**src/rtl/alu_pkg.sv**
```systemverilog
// Shared types and constants for the bit-serial ALU controller and its alu1 slice.
package alu_pkg;

    // Controller sequencing states
    typedef enum logic [1:0] {
        IDLE = 2'd0,
        RUN  = 2'd1,
        DONE = 2'd2
    } state_t;

    // alu1 slice control codes
    localparam logic [2:0] OP_ADD = 3'd2;  // a + b + cin
    localparam logic [2:0] OP_SUB = 3'd3;  // a + ~b + cin
    localparam logic [2:0] OP_AND = 3'd4;
    localparam logic [2:0] OP_OR  = 3'd5;
    localparam logic [2:0] OP_XOR = 3'd6;
    localparam logic [2:0] OP_NOR = 3'd7;

endpackage

```
**src/rtl/alu_serial_ctrl_if.sv**
```systemverilog
// Request/result bus between a requester and the serial ALU controller.
interface alu_serial_ctrl_if #(parameter int unsigned WIDTH = 8);

    logic             start;
    logic             abort;
    logic [2:0]       op;
    logic [WIDTH-1:0] a;
    logic [WIDTH-1:0] b;
    logic             cin;
    logic             busy;
    logic             done;
    logic [WIDTH-1:0] result;
    logic             cout;

    modport master (
        output start, abort, op, a, b, cin,
        input  busy, done, result, cout
    );

    modport slave (
        input  start, abort, op, a, b, cin,
        output busy, done, result, cout
    );

endinterface

```
**src/rtl/alu1.sv**
```systemverilog
// One-bit ALU slice; purely combinational.
module alu1
    import alu_pkg::*;
(
    input  logic       a,
    input  logic       b,
    input  logic       cin,
    input  logic [2:0] ctrl,
    output logic       y,
    output logic       cout
);

    // Bit result and carry for the selected operation; logic ops produce no carry
    always_comb begin
        y    = 1'b0;
        cout = 1'b0;
        case (ctrl)
            OP_ADD: begin
                y    = a ^ b ^ cin;
                cout = (a & b) | (cin & (a ^ b));
            end
            OP_SUB: begin
                y    = a ^ ~b ^ cin;
                cout = (a & ~b) | (cin & (a ^ ~b));
            end
            OP_AND: y = a & b;
            OP_OR:  y = a | b;
            OP_XOR: y = a ^ b;
            OP_NOR: y = ~(a | b);
            default: begin
                y    = 1'b0;
                cout = 1'b0;
            end
        endcase
    end

endmodule

```
**src/rtl/alu_serial_top.sv**
```systemverilog
// Serial controller wired to its alu1 slice.
module alu_serial_top #(
    parameter int unsigned WIDTH = 8
)
(
    input  logic             clk,
    input  logic             rst_n,
    alu_serial_ctrl_if.slave bus
);

    logic       alu_a;
    logic       alu_b;
    logic       alu_cin;
    logic [2:0] alu_ctrl;
    logic       alu_out;
    logic       alu_cout;

    alu_serial_ctrl #(.WIDTH(WIDTH)) u_ctrl (
        .clk      (clk),
        .rst_n    (rst_n),
        .bus      (bus),
        .alu_a    (alu_a),
        .alu_b    (alu_b),
        .alu_cin  (alu_cin),
        .alu_ctrl (alu_ctrl),
        .alu_out  (alu_out),
        .alu_cout (alu_cout)
    );

    alu1 u_slice (
        .a    (alu_a),
        .b    (alu_b),
        .cin  (alu_cin),
        .ctrl (alu_ctrl),
        .y    (alu_out),
        .cout (alu_cout)
    );

endmodule

```
**src/rtl/alu_serial_ctrl.sv**
```systemverilog
// Bit-serial controller: feeds an external one-bit slice LSB first and assembles the result.
module alu_serial_ctrl
    import alu_pkg::*;
#(
    parameter int unsigned WIDTH = 8
)
(
    input  logic              clk,
    input  logic              rst_n,
    alu_serial_ctrl_if.slave  bus,
    output logic              alu_a,
    output logic              alu_b,
    output logic              alu_cin,
    output logic [2:0]        alu_ctrl,
    input  logic              alu_out,
    input  logic              alu_cout
);

    localparam int unsigned    CW   = $clog2(WIDTH);
    localparam logic [CW-1:0]  LAST = CW'(WIDTH - 1);

    state_t           state;
    state_t           state_nxt;
    logic [WIDTH-1:0] a_q;
    logic [WIDTH-1:0] b_q;
    logic [WIDTH-1:0] shift_q;
    logic [WIDTH-1:0] shift_nxt;
    logic [WIDTH-1:0] result_q;
    logic [2:0]       op_q;
    logic             carry_q;
    logic             cout_q;
    logic [CW-1:0]    cnt;
    logic             accept;
    logic             last_bit;

    // abort takes priority over start in IDLE
    assign accept   = (state == IDLE) && bus.start && !bus.abort;
    assign last_bit = (cnt == LAST);

    assign bus.result = result_q;
    assign bus.cout   = cout_q;

    // State register
    always_ff @(posedge clk or negedge rst_n) begin
        if (!rst_n) state <= IDLE;
        else        state <= state_nxt;
    end

    // Next state, status flags, slice drive and shift-register update
    always_comb begin
        state_nxt = state;
        bus.busy  = (state != IDLE);
        bus.done  = (state == DONE);
        alu_a     = 1'b0;
        alu_b     = 1'b0;
        alu_cin   = 1'b0;
        alu_ctrl  = '0;
        shift_nxt = shift_q;
        shift_nxt[cnt] = alu_out;
        case (state)
            IDLE: if (accept) state_nxt = RUN;
            RUN: begin
                alu_a    = a_q[cnt];
                alu_b    = b_q[cnt];
                alu_cin  = carry_q;
                alu_ctrl = op_q;
                if (bus.abort)     state_nxt = IDLE;
                else if (last_bit) state_nxt = DONE;
            end
            DONE:    state_nxt = IDLE;
            default: state_nxt = IDLE;
        endcase
    end

    // Operand latch at accept, per-bit capture in RUN, result commit on the last bit
    always_ff @(posedge clk or negedge rst_n) begin
        if (!rst_n) begin
            a_q      <= '0;
            b_q      <= '0;
            op_q     <= '0;
            carry_q  <= 1'b0;
            cnt      <= '0;
            shift_q  <= '0;
            result_q <= '0;
            cout_q   <= 1'b0;
        end else if (accept) begin
            a_q     <= bus.a;
            b_q     <= bus.b;
            op_q    <= bus.op;
            carry_q <= bus.cin;
            cnt     <= '0;
        end else if (state == RUN && !bus.abort) begin
            shift_q <= shift_nxt;
            carry_q <= alu_cout;
            if (last_bit) begin
                result_q <= shift_nxt;
                cout_q   <= alu_cout;
            end else begin
                cnt <= cnt + CW'(1);
            end
        end
    end

endmodule

```
**src/flat_wrapper.sv**
```systemverilog
// flat-port wrapper written by rule: the top's interface ports become plain ports
module alu_serial_top_flat 
#(
    parameter int unsigned WIDTH = 8
)
  (clk, rst_n, bus_start, bus_abort, bus_op, bus_a, bus_b, bus_cin, bus_busy, bus_done, bus_result, bus_cout);
  alu_serial_ctrl_if #(.WIDTH(WIDTH)) bus_i ();
  input  logic clk;
  input  logic rst_n;
  input wire logic [$bits(bus_i.start)-1:0] bus_start;
  input wire logic [$bits(bus_i.abort)-1:0] bus_abort;
  input wire logic [$bits(bus_i.op)-1:0] bus_op;
  input wire logic [$bits(bus_i.a)-1:0] bus_a;
  input wire logic [$bits(bus_i.b)-1:0] bus_b;
  input wire logic [$bits(bus_i.cin)-1:0] bus_cin;
  output wire logic [$bits(bus_i.busy)-1:0] bus_busy;
  output wire logic [$bits(bus_i.done)-1:0] bus_done;
  output wire logic [$bits(bus_i.result)-1:0] bus_result;
  output wire logic [$bits(bus_i.cout)-1:0] bus_cout;
  assign bus_i.start = bus_start;
  assign bus_i.abort = bus_abort;
  assign bus_i.op = bus_op;
  assign bus_i.a = bus_a;
  assign bus_i.b = bus_b;
  assign bus_i.cin = bus_cin;
  assign bus_busy = bus_i.busy;
  assign bus_done = bus_i.done;
  assign bus_result = bus_i.result;
  assign bus_cout = bus_i.cout;
  alu_serial_top #(.WIDTH(WIDTH)) u_core (.clk(clk), .rst_n(rst_n), .bus(bus_i));
endmodule
```
**config.mk**
```make
export PLATFORM = sky130hd
export DESIGN_NAME = alu_serial_top_flat
export DESIGN_NICKNAME = d
export VERILOG_FILES = /design/src/rtl/alu_pkg.sv /design/src/rtl/alu_serial_ctrl_if.sv /design/src/rtl/alu1.sv /design/src/rtl/alu_serial_top.sv /design/src/rtl/alu_serial_ctrl.sv /design/src/flat_wrapper.sv
export SDC_FILE = /design/constraint.sdc
export NUM_CORES = 1
export LEC_CHECK = 0
export ABC_AREA = 1
export ABC_CLOCK_PERIOD_IN_PS = 4900
export BUFFER_PORTS_ARGS = -buffer_cell sky130_fd_sc_hd__buf_2
export CORE_MARGIN = 2
export CORE_UTILIZATION = 55
export DETAILED_ROUTE_END_ITERATION = 16
export PLACE_DENSITY = 0.78
export SLEW_MARGIN = 5
export SYNTH_ARGS = -nofsm -noshare
export SYNTH_HDL_FRONTEND = slang
export SYNTH_SLANG_ARGS = --single-unit
```
**constraint.sdc**
```tcl
create_clock -name clk -period 4.9 [get_ports clk]
set_clock_uncertainty 0.15 [all_clocks]
set_input_delay 0.245 -clock clk [delete_from_list [all_inputs] [get_ports clk]]
set_output_delay 0.245 -clock clk [all_outputs]
set_load 0.01 [all_outputs]
```
==> flow_metrics.py <==
metrics = {
    "run_status": {
        "outcome": "completed",
    },
    "die": {
        "core_area_um2": 3689,
        "die_area_um2": 4395,
        "die_h_um": 66.30,
        "initial_utilization_pct": 57.87,
        "row_count": 22,
        "floorplan.io_pins": 35,
        "fp.dieW_um": 66.30,
    },
    "worst_setup_path": {
        "r2r_slack_ns": 2.14,
        "startpoint_of_the_lowest_slack_register_to_register_path": "u_core.u_ctrl.cnt[0]",
        "worst-endpoint-required_ns": 4.93,
        "worst_setup_path_end_kind": "flop",
        "timing.critical_path.arrival_ns": 2.79,
        "criticalPathCategory": "flop to flop",
        "setup.worst_path.start_class": "flop",
        "critical_path.reg2reg.endpoint": "u_core.u_ctrl.bus.result[0]",
        "crit_fanout": 8,
        "worst-r2r-cell-count": 15,
    },
    "placement": {
        "gp_congestion": 0.9528,
        "place_hpwl_mm": 3.073,
        "dpl-instance-area_um2": 2337,
        "port_buffers": 34,
        "placed_cells_incl_taps": 341,
    },
    "cts": {
        "cts.path.max_buffers": 2,
        "clkSinkCount": 42,
        "htree_levels": 2,
        "cts_buffers": 5,
        "clkTransAtPathRegs_ns": 0.08,
        "clock_tree.root_cell": "sky130_fd_sc_hd__clkbuf_8",
        "clk_lat_worst_skew_ns": 0.29,
        "tritoncts": "built",
        "post_cts_setup_repair_buffer_count": 0,
    },
    "job": {
        "maxCapViolations": 0,
    },
    "yosys": {
        "synth-seq-area-share_pct": 49.24,
        "synth-simple-area-share_pct": 31.48,
        "synth-adder-area-share_pct": 2.931,
        "yosys_warn_count": 0,
        "post_synth_inst_count": 264,
        "syn_area_um2": 2135,
        "synth_area_per_cell_um2": 8.085,
        "main_combinational_cell_family_by_area_after_synthesis": "simple AND/OR/NAND/NOR gates",
        "postSynthNetCount": 293,
        "yosys.area_share.xor_xnor_pct": 0,
        "synth.ff_latch_count": 42,
        "post_synth_num_cell_types": 23,
        "post_synth_mux_area_share_pct": 0,
        "compound_gate_portion_of_the_synthesized_area_pct": 8.206,
    },
    "hold_path": {
        "hold_path_class": "input port to flop",
        "holdPathEnd": "u_core.u_ctrl.a_q[3]",
        "holdPathStages": 3,
        "hp-start": "bus_a[3]",
    },
    "timing": {
        "finalCritPeriodShare_pct": 56.25,
        "drv_slew": 0,
        "final-hold-violation-count": 0,
        "final.setup.tns_ns": 0,
        "worst_max_slew_margin_expressed_relative_to_the_limit_pct": 38.42,
        "max_clock_freq_mhz": 362.8,
        "setup_violations": 0,
        "period_needed_ns": 2.756,
        "tightest_slew_ns": 0.9236,
        "grt_setup_unrepaired": "no",
    },
    "global_route": {
        "grt_pass1_wl_mm": 7.245,
        "total_routing_usage_gr_pct": 21.94,
        "grt_remaining_overflow": 0,
        "grt_pass1_vias": 1670,
        "grt_start_max_net_pins": 43,
        "antenna_found_initial": 0,
    },
    "layout": {
        "area_used_by_multi_input_combinational_logic_um2": 909.6,
        "drive_above_1_share_pct": 21.94,
        "highest_count_cells_in_the_layout_ignoring_fill_and_taps": "70 x sky130_fd_sc_hd__nand2_1, 42 x sky130_fd_sc_hd__dfrtp_1, 35 x sky130_fd_sc_hd__inv_1, 34 x sky130_fd_sc_hd__buf_2, 31 x sky130_fd_sc_hd__nand3_1",
        "postLayoutCellArea_um2": 2536,
        "fin_util_pct": 68.76,
        "ff_latch_area_um2": 1051,
        "num_antenna_cells": 0,
        "final_common_cell": "sky130_fd_sc_hd__nand2_1",
        "final_nets": 338,
        "nFillCells": 312,
        "number_of_non_filler_instances_in_the_completed_layout": 358,
        "area_delta_synth_final_pct": 18.82,
    },
    "power": {
        "cellPowerDensity_nw_per_um2": 408.7,
        "power.sequential.fraction_pct": 44.8,
        "max-vdd-ir-drop_uv": 290.6,
        "switching_share_pct": 33.28,
        "leakagePower_uw": 0.001418,
        "power.net_switching_uw": 345.0,
        "intPower_uw": 691.6,
        "clockPowerShare_pct": 25.9,
        "part_of_the_power_in_combinational_logic_pct": 29.2,
        "power.total_uw": 1037,
    },
    "route": {
        "viasPerCell": 5.059,
        "remaining_drc_errors": 0,
        "wl_per_cell_um": 12.22,
        "drt_wl_total_mm": 4.376,
        "drt.antenna.violating_nets": 0,
        "dr_total_vias": 1811,
        "drt_pass_1_iters": 4,
        "initialDrtViolationCount": 134,
    },
}
-- cell families (layout without fill, tap and decap cells) --
group,after synthesis,in the layout
AOI/OAI and AO/OA,32,32
adders and majority gates,5,5
buffers and inverters,44,90
DFF,42,42
and+or+nand+nor,141,141
-- through the flow --
step | worst slack, ns | hold WS [ns]
after floorplan | 2.603 | -0.2006
after global placement | 2.314 | 0.2803
after detailed placement | 2.253 | 0.2965
after CTS | 2.207 | 0.0004048
after global routing | 1.977 | 0.005271
final | 2.144 | 0.01450
-- layer usage --
metal,vias up,share of wire (%),global-route usage (%)
li1,933,-,-
met1,832,47,28.17
met2,44,48,37.38
met3,2,4.4,4.089
met4,0,0.23,6.888
met5,-,0,0
-- flip-flops by register name, summed over array words and instances, names as in the netlist --
name,count
u_core.u_ctrl.bus.cout,1
u_core.u_ctrl.shift_q,8
u_core.u_ctrl.state,2
u_core.u_ctrl.cnt,3
u_core.u_ctrl.bus.result,8
u_core.u_ctrl.a_q,8
u_core.u_ctrl.b_q,8
u_core.u_ctrl.carry_q,1
u_core.u_ctrl.op_q,3
-- cell type report --
type / instances / area share [%]
clock buffer: 5 / 2.713
clock inverter: 3 / 1.579
inverter: 39 / 5.772
multi-input combinational: 178 / 35.87
sequential: 42 / 41.44
tap: 48 / 2.368
timing repair buffer: 43 / 10.26
-- worst max-delay path, stage by stage, from the launching register on --
cell	delay, ns
sky130_fd_sc_hd__dfrtp_1	0.44
sky130_fd_sc_hd__inv_1	0.16
sky130_fd_sc_hd__nand3_1	0.16
sky130_fd_sc_hd__o22ai_1	0.26
sky130_fd_sc_hd__nor3_1	0.08
sky130_fd_sc_hd__a21oi_1	0.18
sky130_fd_sc_hd__inv_1	0.09
sky130_fd_sc_hd__ha_1	0.29
sky130_fd_sc_hd__inv_1	0.09
sky130_fd_sc_hd__nand4_1	0.15
sky130_fd_sc_hd__nand3_1	0.11
sky130_fd_sc_hd__nand2_1	0.09
sky130_fd_sc_hd__nand2_4	0.14
sky130_fd_sc_hd__nand3_2	0.09
sky130_fd_sc_hd__nand3_1	0.09
sky130_fd_sc_hd__nand2_1	0.06
-- what timing repair did --
| item | 4_1_cts | 5_1_grt |
|---|---|---|
| gates resized for setup | 0 | 0 |
| hold endpoints to repair | 50 | 0 |
| hold buffers | 9 | 0 |
| setup endpoints to repair | 0 | 0 |
-- power groups by stage --
stage	logic, µW	registers [µW]	clock network (µW)
2_1_floorplan	227	462	0
3_3_place_gp	287	468	0
3_5_place_dp	295	470	0
4_1_cts	303	464	276
5_1_grt	346	473	288
6_report	303	465	269
-- worst max path at each step --
stage / slack [ns] / endpoint / start / cells after the start
finish: 2.14 / u_core.u_ctrl.bus.result[0] / u_core.u_ctrl.cnt[0] / 15
global route: 1.98 / u_core.u_ctrl.bus.result[0] / u_core.u_ctrl.cnt[0] / 15
CTS: 2.21 / u_core.u_ctrl.bus.result[0] / u_core.u_ctrl.cnt[0] / 15
detailed placement: 2.25 / u_core.u_ctrl.bus.result[7] / u_core.u_ctrl.cnt[0] / 15
global placement: 2.31 / u_core.u_ctrl.bus.result[0] / u_core.u_ctrl.cnt[2] / 15
floorplan: 2.60 / u_core.u_ctrl.bus.result[0] / u_core.u_ctrl.cnt[0] / 15
-- cells in the mapped netlist --
library cell / n / area (µm²)
sky130_fd_sc_hd__nand4_1: 1 / 6.260
sky130_fd_sc_hd__o22ai_1: 4 / 25.02
sky130_fd_sc_hd__a21oi_1: 3 / 15.01
sky130_fd_sc_hd__nand3_2: 9 / 90.09
sky130_fd_sc_hd__nor2_2: 1 / 6.260
sky130_fd_sc_hd__ha_1: 5 / 62.56
sky130_fd_sc_hd__nand2_2: 1 / 6.260
sky130_fd_sc_hd__inv_1: 35 / 131.4
sky130_fd_sc_hd__o21ai_0: 22 / 110.1
sky130_fd_sc_hd__buf_4: 1 / 7.510
sky130_fd_sc_hd__clkinv_1: 1 / 3.750
sky130_fd_sc_hd__buf_2: 4 / 20.02
sky130_fd_sc_hd__a21oi_2: 1 / 8.760
sky130_fd_sc_hd__inv_2: 3 / 11.26
sky130_fd_sc_hd__nand2_1: 70 / 262.8
sky130_fd_sc_hd__nand3_1: 31 / 155.2
sky130_fd_sc_hd__nor3_1: 4 / 20.02
sky130_fd_sc_hd__dfrtp_1: 42 / 1051
sky130_fd_sc_hd__nand2_4: 2 / 22.52
sky130_fd_sc_hd__o211ai_1: 1 / 7.510
sky130_fd_sc_hd__nor2_1: 14 / 52.55
sky130_fd_sc_hd__o21ai_2: 1 / 8.760
sky130_fd_sc_hd__or2_2: 8 / 50.05
(Power assumes the default switching activity.)
